### src/rtl/bitscan_seq.sv
// -----------------------------------------------------------------------------
// bitscan_seq
//   Enumerates the set bits of an operand, one index beat per handshake.
//   An accepted operand is held in the Pending register; each consumed beat
//   clears the reported bit and advances Count until the final set bit (Last)
//   is taken. An all-zero operand produces a single beat flagged Empty.
//
// Configuration macro:
//   BITSCAN_REVERSE_EN  when defined, Rev is captured with each operand and
//                       selects MSB-first scanning. When undefined, Rev is
//                       ignored, scanning is LSB-first and no reverse-scan
//                       logic is built.
//
// Ports:
//   clk       in   clock, rising edge
//   reset     in   asynchronous active-high reset
//   InValid   in   operand offered
//   InReady   out  operand can be accepted this cycle
//   A         in   [WIDTH-1:0] operand
//   Rev       in   scan MSB-first (only with BITSCAN_REVERSE_EN)
//   OutValid  out  an index beat is presented
//   OutReady  in   consumer takes the beat
//   Index     out  [IW-1:0] position of the current set bit
//   Count     out  [IW:0] ordinal of the current beat within the operand
//   Last      out  current beat is the final one for this operand
//   Empty     out  operand was all zeros
// -----------------------------------------------------------------------------
module bitscan_seq #(
  parameter  int WIDTH = 32,
  localparam int IW    = $clog2(WIDTH)
) (
  input  logic             clk,
  input  logic             reset,
  input  logic             InValid,
  output logic             InReady,
  input  logic [WIDTH-1:0] A,
  input  logic             Rev,
  output logic             OutValid,
  input  logic             OutReady,
  output logic [IW-1:0]    Index,
  output logic [IW:0]      Count,
  output logic             Last,
  output logic             Empty
);

  typedef enum logic [0:0] {
    IDLE = 1'b0,
    SCAN = 1'b1
  } state_t;

  state_t             state_r;
  state_t             state_nxt_s;
  logic [WIDTH-1:0]   pending_r;
  logic [WIDTH-1:0]   pending_nxt_s;
  logic [IW:0]        count_r;
  logic [IW:0]        count_nxt_s;
  logic [IW-1:0]      index_r;
  logic [IW-1:0]      index_nxt_s;
  logic               last_r;
  logic               last_nxt_s;
  logic               empty_r;
  logic               empty_nxt_s;
  logic               accept_s;
  logic [WIDTH-1:0]   index_mask_s;

`ifdef BITSCAN_REVERSE_EN
  logic               rev_r;
  logic               rev_nxt_s;
`else
  // Rev has no function in this build; the name marks it as deliberately unused.
  logic               unused_rev_s;
  assign unused_rev_s = Rev;
`endif

  // Position of the lowest set bit; 0 when the vector is zero.
  function automatic logic [IW-1:0] lowest_set(input logic [WIDTH-1:0] v);
    logic [IW-1:0] idx;
    idx = {IW{1'b0}};
    // Scanning downward lets the lowest set bit be the final assignment.
    for (int i = WIDTH - 1; i >= 0; i--) begin
      if (v[i]) begin
        idx = i[IW-1:0];
      end else begin
        idx = idx;
      end
    end
    return idx;
  endfunction

`ifdef BITSCAN_REVERSE_EN
  // Position of the highest set bit; 0 when the vector is zero.
  function automatic logic [IW-1:0] highest_set(input logic [WIDTH-1:0] v);
    logic [IW-1:0] idx;
    idx = {IW{1'b0}};
    for (int i = 0; i < WIDTH; i++) begin
      if (v[i]) begin
        idx = i[IW-1:0];
      end else begin
        idx = idx;
      end
    end
    return idx;
  endfunction
`endif

  // True when the vector has zero or one bit set.
  function automatic logic at_most_one(input logic [WIDTH-1:0] v);
    return ((v & (v - {{(WIDTH-1){1'b0}}, 1'b1})) == {WIDTH{1'b0}});
  endfunction

  // Handshake decode. A new operand may enter while the final beat of the
  // current one is being consumed, so OutReady feeds InReady combinationally.
  assign InReady  = (state_r == IDLE) | ((state_r == SCAN) & last_r & OutReady);
  assign OutValid = (state_r == SCAN);
  assign accept_s = InValid & InReady;

  assign index_mask_s = {{(WIDTH-1){1'b0}}, 1'b1} << index_r;

  // Next-state, next-pending and next-output computation.
  always_comb begin
    state_nxt_s   = state_r;
    pending_nxt_s = pending_r;
    count_nxt_s   = count_r;
    empty_nxt_s   = empty_r;
`ifdef BITSCAN_REVERSE_EN
    rev_nxt_s     = rev_r;
`endif
    case (state_r)
      IDLE: begin
        if (accept_s) begin
          state_nxt_s   = SCAN;
          pending_nxt_s = A;
          count_nxt_s   = {(IW+1){1'b0}};
          empty_nxt_s   = (A == {WIDTH{1'b0}});
`ifdef BITSCAN_REVERSE_EN
          rev_nxt_s     = Rev;
`endif
        end else begin
          state_nxt_s   = IDLE;
        end
      end
      SCAN: begin
        if (accept_s) begin
          // Final beat consumed and a new operand taken in the same edge.
          state_nxt_s   = SCAN;
          pending_nxt_s = A;
          count_nxt_s   = {(IW+1){1'b0}};
          empty_nxt_s   = (A == {WIDTH{1'b0}});
`ifdef BITSCAN_REVERSE_EN
          rev_nxt_s     = Rev;
`endif
        end else if (OutReady && last_r) begin
          state_nxt_s   = IDLE;
          pending_nxt_s = {WIDTH{1'b0}};
          count_nxt_s   = {(IW+1){1'b0}};
          empty_nxt_s   = 1'b0;
        end else if (OutReady) begin
          pending_nxt_s = pending_r & ~index_mask_s;
          count_nxt_s   = count_r + {{IW{1'b0}}, 1'b1};
        end else begin
          state_nxt_s   = SCAN;
        end
      end
      default: begin
        state_nxt_s   = IDLE;
        pending_nxt_s = {WIDTH{1'b0}};
        count_nxt_s   = {(IW+1){1'b0}};
        empty_nxt_s   = 1'b0;
      end
    endcase

    // Index and Last are registered from the pending value they will describe,
    // so the first beat appears the cycle after acceptance with no extra stage.
    if (state_nxt_s == SCAN) begin
`ifdef BITSCAN_REVERSE_EN
      index_nxt_s = rev_nxt_s ? highest_set(pending_nxt_s) : lowest_set(pending_nxt_s);
`else
      index_nxt_s = lowest_set(pending_nxt_s);
`endif
      last_nxt_s  = at_most_one(pending_nxt_s);
    end else begin
      index_nxt_s = {IW{1'b0}};
      last_nxt_s  = 1'b0;
    end
  end

  // State, pending operand and beat output registers.
  always_ff @(posedge clk or posedge reset) begin
    if (reset) begin
      state_r   <= IDLE;
      pending_r <= {WIDTH{1'b0}};
      count_r   <= {(IW+1){1'b0}};
      index_r   <= {IW{1'b0}};
      last_r    <= 1'b0;
      empty_r   <= 1'b0;
    end else begin
      state_r   <= state_nxt_s;
      pending_r <= pending_nxt_s;
      count_r   <= count_nxt_s;
      index_r   <= index_nxt_s;
      last_r    <= last_nxt_s;
      empty_r   <= empty_nxt_s;
    end
  end

`ifdef BITSCAN_REVERSE_EN
  // Scan direction captured per operand.
  always_ff @(posedge clk or posedge reset) begin
    if (reset) begin
      rev_r <= 1'b0;
    end else begin
      rev_r <= rev_nxt_s;
    end
  end
`endif

  assign Index = index_r;
  assign Count = count_r;
  assign Last  = last_r;
  assign Empty = empty_r;

endmodule

### config.mk
export PLATFORM = sky130hd
export DESIGN_NAME = bitscan_seq
export DESIGN_NICKNAME = d
export VERILOG_FILES = /design/src/rtl/bitscan_seq.sv
export SDC_FILE = /design/constraint.sdc
export NUM_CORES = 1
export LEC_CHECK = 0
export ABC_CLOCK_PERIOD_IN_PS = 3000
export CAP_MARGIN = 20
export CORE_ASPECT_RATIO = 0.9
export CORE_MARGIN = 4
export CORE_UTILIZATION = 43
export CTS_BUF_LIST = sky130_fd_sc_hd__clkbuf_4
export DETAILED_ROUTE_END_ITERATION = 7
export GPL_TIMING_DRIVEN = 0
export PLACE_DENSITY = 0.68
export SYNTH_ARGS = -nofsm -noshare
export SYNTH_HDL_FRONTEND = slang
export SYNTH_SLANG_ARGS = --single-unit
export TNS_END_PERCENT = 5
### constraint.sdc
create_clock -name clk -period 3 [get_ports clk]
set_clock_uncertainty 0.15 [all_clocks]
set_input_delay 0.3 -clock clk [delete_from_list [all_inputs] [get_ports clk]]
set_output_delay 0.3 -clock clk [all_outputs]
set_load 0.005 [all_outputs]
### Yosys cells after proc, flatten, opt, wreduce, memory -nomap -nowiden

Cells that the tools add are included.

| word-level totals | value |
|---|---|
| bits in registers | 46 |
| latch bits | 0 |
| bits in writable memories | 0 |
| bits in read-only memories | 0 |
| input bits | 37 |
| output and inout port bits | 15 |
| logic and storage cells | 77 |
| memories kept | 0 |

| operators by class | value |
|---|---|
| add/subtract/negate cells | 2 |
| $mul | 0 |
| divide/modulo/power cells | 0 |
| $lt $le $gt $ge | 0 |
| equality and inequality tests | 3 |
| shift operators | 1 |
| muxes and demuxes | 52 |
| bitwise logic cells | 8 |
| reduce and logical (&&, ||, !) cells | 5 |

Operators by type and width:

| cell | count |
|---|---|
| two-way mux 5 bit | 33 |
| two-way mux 32 bit | 4 |
| bitwise AND 32 bit | 2 |
| zero test 32 bit | 2 |
| one-hot mux 32 bit (2 select lines) | 1 |
| inverter 32 bit | 1 |
| << shifter 1 x 5 -> 32 bit (first input constant) | 1 |
| subtractor 32 x 1 -> 32 bit (second input constant) | 1 |
| two-way mux 6 bit | 4 |
| one-hot mux 6 bit (2 select lines) | 1 |
| two-way mux 1 bit | 7 |
| adder 6 x 1 -> 6 bit (second input constant) | 1 |
| != test 4 x 2 -> 1 bit (second input constant) | 1 |
| one-hot mux 1 bit (2 select lines) | 2 |
| AND reduction 2 bit | 2 |
| bitwise AND 1 bit | 3 |
| != test 3 x 1 -> 1 bit (second input constant) | 1 |
| != test 2 bit (second input constant) | 1 |
| logical AND 1 bit | 1 |
| inverter 1 bit | 1 |
| OR 1 bit | 1 |

### Logic depth before layout (Yosys ltp)

Gate-level depths: netlist of the first run.

| depth | value |
|---|---|
| depth in word-level cells | 40 |
| depth in mapped cells | 13 |
| gate-level depth less buffers | 10 |

### Least setup slack after synthesis of the first run

Ideal clock, no wire load.

| timing | value |
|---|---|
| kind | register to register |
| start | register index_r[0], in the netlist Index[0] |
| end | register last_r, in the netlist Last |
| library setup time | 0.101 ns |
| data arrival time | 2.562 ns |
| required time | 2.749 ns |
| setup slack | 0.187 ns |
| cell stages (with the launch flop) | 11 |
| buffers on the path | 1 |
| clock period less this slack | 2.813 ns |
| path through | dfrtp_1 -> buf_4 -> nand2b_1 -> o311ai_2 -> o211ai_2 -> or2_1 -> a2111oi_2 -> o211ai_1 -> a2111oi_2 -> o2111ai_1 -> nor4_1 |

| on the way | value |
|---|---|
| longest elaborated chain between the ends | 11 |

RTL lines:

| item | RTL line | RTL |
|---|---|---|
| start: declaration | 57 | `logic [IW-1:0] index_r;` |
| start signal: assignment | 193 | `index_r <= {IW{1'b0}};` |
| start signal: assignment | 200 | `index_r <= index_nxt_s;` |
| << shifter 1 x 5 -> 32 bit * | 117 | `assign index_mask_s = {{(WIDTH-1){1'b0}}, 1'b1} << index_r;` |
| inverter 32 bit * | 158 | `pending_nxt_s = pending_r & ~index_mask_s;` |
| bitwise AND 32 bit * | 158 |  |
| two-way mux 32 bit * | 157 | `end else if (OutReady) begin` |
| two-way mux 32 bit * | 152 | `end else if (OutReady && last_r) begin` |
| two-way mux 32 bit * | 143 | `if (accept_s) begin` |
| one-hot mux 32 bit (2 select lines) * | 128 | `case (state_r)` |
| via pending_nxt_s[28] | 54 | `logic [WIDTH-1:0] pending_nxt_s;` |
| subtractor 32 x 1 -> 32 bit | 108 | `return ((v & (v - {{(WIDTH-1){1'b0}}, 1'b1})) == {WIDTH{1'b0}});` |
| bitwise AND 32 bit * | 108 |  |
| zero test 32 bit * | 108 |  |
| two-way mux 1 bit * | 174 | `if (state_nxt_s == SCAN) begin` |
| via last_nxt_s | 60 | `logic last_nxt_s;` |
| end signal: assignment | 201 | `last_r <= last_nxt_s;` |
| end: declaration | 59 | `logic last_r;` |

The timed path passes the listed nets; every way through them passes the cells marked *.
A chain may end at the register's enable or synchronous reset.

### Worst setup path after layout of the first run

| timing | value |
|---|---|
| start | register index_r[4], in the netlist Index[4] |
| end | register last_r, in the netlist Last |

| on the way | value |
|---|---|
| longest elaborated chain between the ends | 11 |

RTL lines:

| item | RTL line |
|---|---|
| << shifter 1 x 5 -> 32 bit * | 117 |
| inverter 32 bit * | 158 |
| bitwise AND 32 bit * | 158 |
| two-way mux 32 bit * | 157 |
| two-way mux 32 bit * | 152 |
| two-way mux 32 bit * | 143 |
| one-hot mux 32 bit (2 select lines) * | 128 |
| subtractor 32 x 1 -> 32 bit | 108 |
| bitwise AND 32 bit * | 108 |
| zero test 32 bit * | 108 |
| two-way mux 1 bit * | 174 |
| via last_nxt_s | 60 |

Marked as above.

==> out/results.ini, run 1 <==
[run_status]
status = finished, violations left
violations = setup timing

[setup_path]
critPathLaunchType = flip-flop
cp-end-kind = flip-flop
cp.required_ns = 3.13
worst_path_max_delay_cell = dfrtp_2
cp_cell_sequence = buf_8 > and4bb_2 > nand2_1 > a31oi_4 > buf_4 > nand4_4 > o31ai_1 > o21ai_2 > a2111oi_4 > o2111ai_2 > nor4_4
critical_path.max_fanout = 6
cpPeakStageDelay_ns = 0.51
r2r_cells = 11
worstPathArrival_ns = 3.43
crit_type = reg2reg

[sta]
timing.fmax_mhz = 303
holdWs_ns = 0.0747
worst_slew_pin_slew_ns = 0.659
rsz0062_at_grt = yes
hold_viol = 0
final-setup-viol-count = 2
max_slew_margin = 0.559
fin_crit_sh = 1.10
fin_crit_ns = 3.30
finalMaxSlewViolations = 0
post-route-worst-setup-slack_ns = -0.300

[logic_synthesis]
ys_seq_elements = 46
yosysSeqAreaShare = 0.320
synthAdderAreaFrac = 0.00348
syn_avg_cell_area_um2 = 9.30
synthArstFlopShare = 1.00
synth_top_family_by_area = compound AO/OA/AOI/OAI gates
synth_simple_gate_area_frac = 0.228
syn-instance-count = 387
synth-compound-area-share = 0.283
synthMuxAreaShare = 0.0862
yosysUniqueCellTypes = 63
yosysWarningCount = 0
synth_area_um2 = 3600
syn_nets = 425
ys.flop_type = dfrtp_1
synth_edf_count = 0
yosys.area_share.xor_xnor = 0.00973

[final_layout]
multi_input_area_um2 = 2470
final_common_cell = buf_4
final_cell_mix = 60 x buf_4, 48 x clkdlybuf4s50_1, 44 x nand2_1
final_cells = 607
final.fill_count = 615
stdcell_area_um2 = 5160
syn_to_final_growth_pct = 43.2
seq_area_um2 = 1160
drive_above_1_share = 0.308
utilization = 0.636
nNetsFinal = 544

[cts]
cts_sinks = 46
path_clk_slew_ns = 0.16
clkLatencyLatePin_ns = 0.38
ctsHoldBuffers = 0
cts_buffer_depth = 2
clockRootBuffer = clkbuf_4
cts_buffers = 5
htree_num_levels = 2
cts_tree = done

[floorplanning]
core_area_um2 = 8110
die_x_um = 104
die_y_um = 94.8
die_area_um2 = 9900
row_count = 31
start_util = 0.444
num_io_pins = 52

[drt]
drtIter0Drc = 359
drt-pass1-iter-count = 5
drcViolationCount = 0
ant_nets = 0
wire_per_inst_um = 21.7
finalWirelength_um = 13200
num_vias = 3882
via_per_inst = 6.40

[placement]
dp.cells = 536
port_buffers = 49
gp_congestion = 0.956
hpwl_um = 8560
place_area_um2 = 4230

[power]
power_density_nw_per_um2 = 915
p_leak_nw = 2.24
vdd_drop_max_mv = 0.388
comb_power_share = 0.683
pwr-share-clk = 0.086
intPower_mw = 2.57
p_total_mw = 4.72
p_sw_frac = 0.455
power.switching_mw = 2.15
seq_power_share = 0.231

[min_path]
hold_path.class = in2async

[job]
maxCapViolations = 0

[grt]
grt_busiest_layer = met2
grt_pass1_vias = 3664
grtUsageTotal = 0.247
grt_max_degree = 31
met3_usage = 0.0540
overflow = 0
antenna_found_initial = 1
use_met1 = 0.333
grt_util_met2 = 0.398
grt_pass1_wl_um = 19400

## metal layers
| layer | routed length, µm | part of all wire | vias to the layer above |
|---|---|---|---|
| met5 | 13 | 0.00099 | - |
| met4 | 383 | 0.029 | 2 |
| met3 | 1490 | 0.11 | 45 |
| met2 | 6170 | 0.47 | 255 |
| met1 | 5130 | 0.39 | 1859 |
| li1 | - | - | 1721 |
## final timing paths
| kind | startpoint | to | slack, ns |
|---|---|---|---|
| setup / recovery | Index[4] | Last | -0.30 |
| hold / removal | reset | pending_r[9] | 0.07 |
| setup reg to reg | Index[4] | Last | -0.30 |
| hold reg to reg | Empty | Empty | 0.38 |
| max in group asynchronous | reset | pending_r[31] | 2.11 |
| min in group clk | Empty | Empty | 0.38 |
## cell type report
type / instances / area share
repair buffers: 113 / 0.199
diodes: 1 / 0.000485
flip-flops and latches: 46 / 0.225
inverters: 29 / 0.0211
well taps: 99 / 0.0240
clock inverters: 3 / 0.00849
multi-input cells: 292 / 0.479
plain buffers: 19 / 0.0357
clock buffers: 5 / 0.00728
## timing repair
action / CTS / global route
pin swaps: 26 / 28
resized for setup: 30 / 46
endpoints found under the setup margin: 5 / 5
buffers inserted: 31 / 30
cloned: 0 / 2
## critical path: cells and delay by family (launching register included)
kind / cells / cell delay (ns)
flops: 1 / 0.51
buf+inv: 2 / 0.32
compound gates: 5 / 1.31
simple gates: 4 / 0.91
## kinds of logic after synthesis
logic type,after synthesis
buf+inv,49
flops,46
fa+ha+maj,1
compound gates,119
simple gates,137
xor+xnor,4
mux,31
## sequential cells by signal, indices dropped and copies added (netlist names)
| name | cells |
|---|---|
| pending_r | 32 |
| Empty | 1 |
| Index | 5 |
| OutValid | 1 |
| Last | 1 |
| Count | 6 |
## synthesized netlist by cell type (all sizes together) (4+ instances only)
master / number / share of area
a211oi: 6 / 0.016
a21oi: 9 / 0.013
a31oi: 9 / 0.033
buf: 18 / 0.038
dfrtp: 46 / 0.32
inv: 29 / 0.030
mux2i: 31 / 0.086
nand2: 46 / 0.048
nand2b: 5 / 0.0087
nand3: 7 / 0.0097
nand4: 9 / 0.024
nand4b: 6 / 0.029
nor2: 25 / 0.026
nor2b: 5 / 0.0087
nor3: 6 / 0.0083
nor4: 11 / 0.023
o2111ai: 4 / 0.0097
o211a: 11 / 0.031
o211ai: 33 / 0.074
o21ai: 15 / 0.021
o2bb2ai: 9 / 0.022
o31ai: 4 / 0.0083
## stage by stage
stage | worst slack, ns | setup TNS (ns)
after global routing | -0.416 | -0.804
after floorplan | 0.187 | 0
final | -0.300 | -0.458
after detailed placement | -0.847 | -2.34
after global placement | -0.820 | -2.28
after CTS | -0.112 | -0.112
## power by group through the flow
stage	clock [mW]	combinational [mW]	sequential, mW
final	0.406	3.22	1.09
after global placement	0	2.16	1.05
after CTS	0.407	2.62	1.06
after global routing	0.439	3.42	1.11
after detailed placement	0	2.20	1.06
after floorplan	0	1.60	1.01
(Power assumes the default switching activity.)
==> run 2, diff against run 1 <==
--- a/config.mk
+++ b/config.mk
@@ -11,8 +11,8 @@
 export CORE_MARGIN = 4
 export CORE_UTILIZATION = 43
 export CTS_BUF_LIST = sky130_fd_sc_hd__clkbuf_4
+export CTS_CLUSTER_DIAMETER = 50
 export DETAILED_ROUTE_END_ITERATION = 7
-export GPL_TIMING_DRIVEN = 0
 export PLACE_DENSITY = 0.68
 export SYNTH_ARGS = -nofsm -noshare
 export SYNTH_HDL_FRONTEND = slang
==> run 2 against run 1 <==
The flow still finishes with violations (setup timing). Via count is 0.85% higher. Global-route usage is 0.59 points higher. Core utilization increased by 1.9 points. Maximum frequency up 4.1%. Sequential cell count stayed put. Combinational power up 4%. Non-clock buffer count grew 39. Worst setup slack gained 0.13 ns. Register-to-register slack better by 0.13 ns. Power grew 4.3%. Sequential share of layout area down 0.69 points. Critical endpoint unchanged.
==> out/results.ini, run 2 (synthesis results as in run 1) <==
[run_status]
status = finished, violations left  ; unchanged
violations = setup timing  ; unchanged

[floorplanning]
num_io_pins = 52  ; unchanged
die_y_um = 94.8  ; unchanged
die_x_um = 104  ; unchanged
die_area_um2 = 9900  ; unchanged
core_area_um2 = 8110  ; unchanged
row_count = 31  ; unchanged
start_util = 0.444  ; unchanged

[sta]
final-setup-viol-count = 1  ; was 2
worst_slew_pin_slew_ns = 0.495  ; was 0.659 ns
hold_viol = 0  ; unchanged
fin_crit_ns = 3.17  ; was 3.30 ns
holdWs_ns = 0.0163  ; was 0.0747 ns
rsz0062_at_grt = yes  ; unchanged
timing.fmax_mhz = 315  ; was 303 MHz
finalMaxSlewViolations = 0  ; unchanged
post-route-worst-setup-slack_ns = -0.171  ; was -0.300 ns
fin_crit_sh = 1.06  ; was 1.10
max_slew_margin = 0.668  ; was 0.559

[setup_path]
critical_path.max_fanout = 6  ; unchanged
crit_type = reg2reg  ; unchanged
cp.required_ns = 3.12  ; was 3.13 ns
worstPathArrival_ns = 3.29  ; was 3.43 ns
critPathLaunchType = flip-flop  ; unchanged
r2r_cells = 13  ; was 11
cp-end-kind = flip-flop  ; unchanged

[grt]
grt_pass1_vias = 3774  ; was 3664
overflow = 0  ; unchanged
use_met1 = 0.344  ; was 0.333
antenna_found_initial = 0  ; was 1
met3_usage = 0.0574  ; was 0.0540
grt_max_degree = 28  ; was 31
grtUsageTotal = 0.253  ; was 0.247
grt_busiest_layer = met2  ; unchanged
grt_pass1_wl_um = 19800  ; was 19400 µm
grt_util_met2 = 0.401  ; was 0.398

[cts]
clkLatencyLatePin_ns = 0.37  ; was 0.38 ns
cts_buffer_depth = 2  ; unchanged
cts_sinks = 46  ; unchanged
clockRootBuffer = clkbuf_4  ; unchanged
cts_buffers = 5  ; unchanged
cts_tree = done  ; unchanged
path_clk_slew_ns = 0.14  ; was 0.16 ns
htree_num_levels = 2  ; unchanged

[final_layout]
final.fill_count = 625  ; was 615
drive_above_1_share = 0.324  ; was 0.308
final_cell_mix = 112 x buf_4, 48 x clkdlybuf4s50_1, 44 x nand2_1  ; was 60 x buf_4, 48 x clkdlybuf4s50_1, 44 x nand2_1
largest_register_ffs = 32  ; unchanged
syn_to_final_growth_pct = 47.4  ; was 43.2%
final_cells = 645  ; was 607
nNetsFinal = 583  ; was 544
top_register = pending_r  ; unchanged
final_common_cell = buf_4  ; unchanged
n_antenna_cell = 0  ; was 1
stdcell_area_um2 = 5310  ; was 5160 µm²

[placement]
gp_congestion = 0.968  ; was 0.956
dp_slack_ns = -0.609  ; was -0.847 ns
port_buffers = 50  ; was 49
hpwl_um = 9710  ; was 8560 µm
dp.cells = 619  ; was 536
place_area_um2 = 4940  ; was 4230 µm²

[drt]
num_vias = 3915  ; was 3882
wire_per_inst_um = 19.8  ; was 21.7 µm
finalWirelength_um = 12800  ; was 13200 µm
ant_nets = 0  ; unchanged
drtIter0Drc = 359  ; unchanged
drcViolationCount = 0  ; unchanged
via_per_inst = 6.07  ; was 6.40
drt-pass1-iter-count = 5  ; unchanged

[power]
p_total_mw = 4.92  ; was 4.72 mW
vdd_drop_max_mv = 0.504  ; was 0.388 mV
power_density_nw_per_um2 = 927  ; was 915 nW/µm²
p_leak_nw = 2.38  ; was 2.24 nW

[min_path]
hold_path.class = in2async  ; unchanged

[job]
maxCapViolations = 0  ; unchanged

==> run 2: cell count changes in the layout (fill, tap and decap cells not counted), moves of 3 or more <==
cell     before  now
a31oi_4       8    5
buf_6        10    2
buf_4        60  112
buf_2         4    1
buf_12        1    7
buf_8         4    0
==> run 2: path summary, 6_finish.rpt <==
kind                                end     start  slack, ns
max in group asynchronous      Index[4]     reset       2.09
max                                Last  Index[3]      -0.17
min reg2reg                       Empty     Empty       0.37
min in group clk                  Empty   InValid       0.28
max reg2reg                        Last  Index[3]      -0.17
min                        pending_r[9]     reset       0.02
==> run 2: what timing repair did <==
action | CTS | global route
resized for setup | 11 | 16
hold buffers | 0 | 0
setup buffers | 14 | 4
setup endpoints to repair | 1 | 3
pin swaps | 13 | 22
==> run 2: worst max-delay path, cell delays in order, from the launching register on <==
cell and delay (ns):
dfrtp_2 0.46, buf_6 0.15, buf_4 0.16, nand4bb_4 0.20, o211ai_1 0.19, o211a_1 0.27, nand4_4 0.14, buf_12 0.15
nor4_4 0.24, buf_4 0.19, nor2_4 0.04, a2111oi_4 0.25, o2111ai_1 0.14, nor4_1 0.34
==> run 2: stage by stage <==
stage,TNS [ns],util
5_1_grt,-0.350,0.655
3_5_place_dp,-1.66,0.609
2_1_floorplan,0,-
3_3_place_gp,-1.67,0.609
4_1_cts,-0.147,0.639
6_report,-0.171,0.655
==> run 2: cell type report <==
type | instances | area [µm²] | area share
tap | 99 | 124 | 0.0233
sequential | 46 | 1160 | 0.218
inverter | 29 | 109 | 0.0205
timing repair buffer | 171 | 1500 | 0.282
multi-input combinational | 292 | 2320 | 0.437
clock buffer | 5 | 37.5 | 0.00707
clock inverter | 3 | 63.8 | 0.0120
==> run 2: power by group <==
group          internal, mW  leakage, nW  switching [mW]
Combinational          1.73         1.74            1.64
Clock                 0.257       0.0528           0.220
Sequential            0.857        0.586           0.223
==> run 2: routing by layer <==
metal | part of all wire | routed length (µm)
met1 | 0.44 | 5570
met2 | 0.47 | 5950
met3 | 0.078 | 991
met4 | 0.020 | 252
met5 | 0 | 0
==> run 3, diff against run 2 <==
--- a/config.mk
+++ b/config.mk
@@ -9,11 +9,12 @@
 export CAP_MARGIN = 20
 export CORE_ASPECT_RATIO = 0.9
 export CORE_MARGIN = 4
-export CORE_UTILIZATION = 43
+export CORE_UTILIZATION = 50
 export CTS_BUF_LIST = sky130_fd_sc_hd__clkbuf_4
 export CTS_CLUSTER_DIAMETER = 50
 export DETAILED_ROUTE_END_ITERATION = 7
-export PLACE_DENSITY = 0.68
+export PLACE_DENSITY = 0.77
+export SLEW_MARGIN = 30
 export SYNTH_ARGS = -nofsm -noshare
 export SYNTH_HDL_FRONTEND = slang
 export SYNTH_SLANG_ARGS = --single-unit
==> run 3 against run 2 <==
The flow still finishes with violations (setup timing). Power is 4.5% lower. Final cell count shrank 1.9%. First-iteration DRC count shrank 2.2%. Via count decreased by 0.46%. Sequential power barely moved. Maximum frequency is 1.1% lower. Critical path depth unchanged. Core utilization grew 7.6 points. Register-to-register slack got worse by 0.02 ns. Routed wire length shrank 2.3%. Largest cell class unchanged. Highest routed layer unchanged.
==> out/results.ini, run 3 (synthesis results as in run 1) <==
[power]
comb_power_share = 0.707  ; was 0.684
p_sw_frac = 0.447  ; was 0.423
vdd_drop_max_mv = 0.688  ; was 0.504 mV
power_density_nw_per_um2 = 914  ; was 927 nW/µm²
pwr-share-clk = 0.064  ; was 0.097
p_leak_nw = 2.32  ; was 2.38 nW
seq_power_share = 0.229  ; was 0.219
p_total_mw = 4.70  ; was 4.92 mW
intPower_mw = 2.60  ; was 2.84 mW
power.switching_mw = 2.10  ; was 2.08 mW

[drt]
wire_per_inst_um = 19.7  ; was 19.8 µm
via_per_inst = 6.16  ; was 6.07
drt-pass1-iter-count = 5  ; unchanged
drcViolationCount = 0  ; unchanged
num_vias = 3897  ; was 3915
ant_nets = 0  ; unchanged
drtIter0Drc = 351  ; was 359
finalWirelength_um = 12500  ; was 12800 µm

[grt]
antenna_found_initial = 0  ; unchanged
overflow = 0  ; unchanged
grt_pass1_vias = 3869  ; was 3774
grt_max_degree = 26  ; was 28
grtUsageTotal = 0.289  ; was 0.253
grt_pass1_wl_um = 19700  ; was 19800 µm

[floorplanning]
die_area_um2 = 8620  ; was 9900 µm²
num_io_pins = 52  ; unchanged
die_y_um = 88.5  ; was 94.8 µm
core_area_um2 = 7040  ; was 8110 µm²
start_util = 0.511  ; was 0.444
row_count = 29  ; was 31
die_x_um = 97.4  ; was 104 µm

[cts]
cts_buffers = 5  ; unchanged
cts_sinks = 46  ; unchanged
clkLatencyLatePin_ns = 0.37  ; about the same
htree_num_levels = 2  ; unchanged
cts_buffer_depth = 2  ; unchanged
ctsHoldBuffers = 0  ; unchanged
cts_tree = done  ; unchanged
path_clk_slew_ns = 0.14  ; about the same
clockRootBuffer = clkbuf_4  ; unchanged

[sta]
timing.fmax_mhz = 312  ; was 315 MHz
fin_crit_ns = 3.21  ; was 3.17 ns
fin_crit_sh = 1.07  ; was 1.06
max_slew_margin = 0.634  ; was 0.668
holdWs_ns = 0.127  ; was 0.0163 ns
post-route-worst-setup-slack_ns = -0.206  ; was -0.171 ns
final-setup-viol-count = 1  ; unchanged
finalSetupTns_ns = -0.206  ; was -0.171 ns
worst_slew_pin_slew_ns = 0.548  ; was 0.495 ns
rsz0062_at_grt = yes  ; unchanged
finalMaxSlewViolations = 0  ; unchanged
hold_viol = 0  ; unchanged

[setup_path]
crit_top_cell = buf_4  ; unchanged
worstPathArrival_ns = 3.34  ; was 3.29 ns
cp.required_ns = 3.13  ; was 3.12 ns
critPathLaunchType = input port  ; was flip-flop
cp-end-kind = flip-flop  ; unchanged
worst_path_max_delay_cell = clkdlybuf4s50_1  ; was dfrtp_2
crit_type = in2reg  ; was reg2reg
critical_path.max_fanout = 10  ; was 6
crit_family = simple AND/OR/NAND/NOR gates  ; unchanged
critPathBufInv = 4  ; unchanged
cpPeakStageDelay_ns = 0.51  ; was 0.46 ns
cp_cell_sequence = clkdlybuf4s50_1 > buf_12 > or4b_4 > o211ai_1 > o211a_2 > nand4_4 > nor4_4 > buf_4 > buf_4 > nand3_1 > o21ai_1 > o2111ai_1 > nor4_1  ; was buf_6 > buf_4 > nand4bb_4 > o211ai_1 > o211a_1 > nand4_4 > buf_12 > nor4_4 > buf_4 > nor2_4 > a2111oi_4 > o2111ai_1 > nor4_1

[run_status]
violations = setup timing  ; unchanged
status = finished, violations left  ; unchanged

[final_layout]
final_cell_mix = 110 x buf_4, 49 x clkdlybuf4s50_1, 43 x nand2_1  ; was 112 x buf_4, 48 x clkdlybuf4s50_1, 44 x nand2_1
nNetsFinal = 577  ; was 583
drive_above_1_share = 0.315  ; was 0.324
top_register = pending_r  ; unchanged
syn_to_final_growth_pct = 42.8  ; was 47.4%
stdcell_area_um2 = 5140  ; was 5310 µm²
n_antenna_cell = 0  ; unchanged
largest_register_ffs = 32  ; unchanged
final_cells = 633  ; was 645
utilization = 0.730  ; was 0.655
final_common_cell = buf_4  ; unchanged

[placement]
dp_slack_ns = -0.478  ; was -0.609 ns
port_buffers = 50  ; unchanged
place_area_um2 = 4860  ; was 4940 µm²
hpwl_um = 9610  ; was 9710 µm
gp_congestion = 0.956  ; was 0.968
dp.cells = 609  ; was 619

[job]
maxCapViolations = 0  ; unchanged

[min_path]
hold_path.class = in2async  ; unchanged

## run 3: power groups by stage
stage / combinational (mW) / sequential, mW / clock [mW]
final: 3.32 / 1.08 / 0.299
after global routing: 3.53 / 1.10 / 0.331
after CTS: 3.06 / 1.06 / 0.303
after detailed placement: 2.88 / 1.08 / 0
after global placement: 2.83 / 1.06 / 0
after floorplan: 1.60 / 1.01 / 0
## run 3: layout make-up
class	count	area, µm²
well taps	93	116
multi-input cells	292	2290
clock buffers	5	37.5
clock inverters	3	16.3
flip-flops and latches	46	1160
inverters	29	109
fillers	518	1900
repair buffers	165	1410
## run 3: path summary, 6_finish.rpt
path / cells after the start / startpoint / to / slack (ns)
min: 2 / reset / pending_r[7] / 0.13
min in group clk: 4 / InValid / Empty / 0.27
max in group asynchronous: 3 / reset / pending_r[17] / 1.98
max reg2reg: 11 / Index[3] / Last / -0.19
min reg2reg: 2 / Empty / Empty / 0.38
max: 13 / OutReady / Last / -0.21
## run 3: what timing repair did
item,4_1_cts,5_1_grt
endpoints found under the setup margin,1,3
pin swaps,4,6
buffers inserted,7,9
resized for setup,12,12
## run 3: per-layer routing
layer	part of all wire	up-vias	wire length [µm]	track usage
met3	0.087	23	1090	0.0764
met5	0	-	0	0
met1	0.43	1880	5330	0.377
met4	0.020	0	252	0.101
li1	-	1788	-	-
met2	0.46	206	5800	0.470
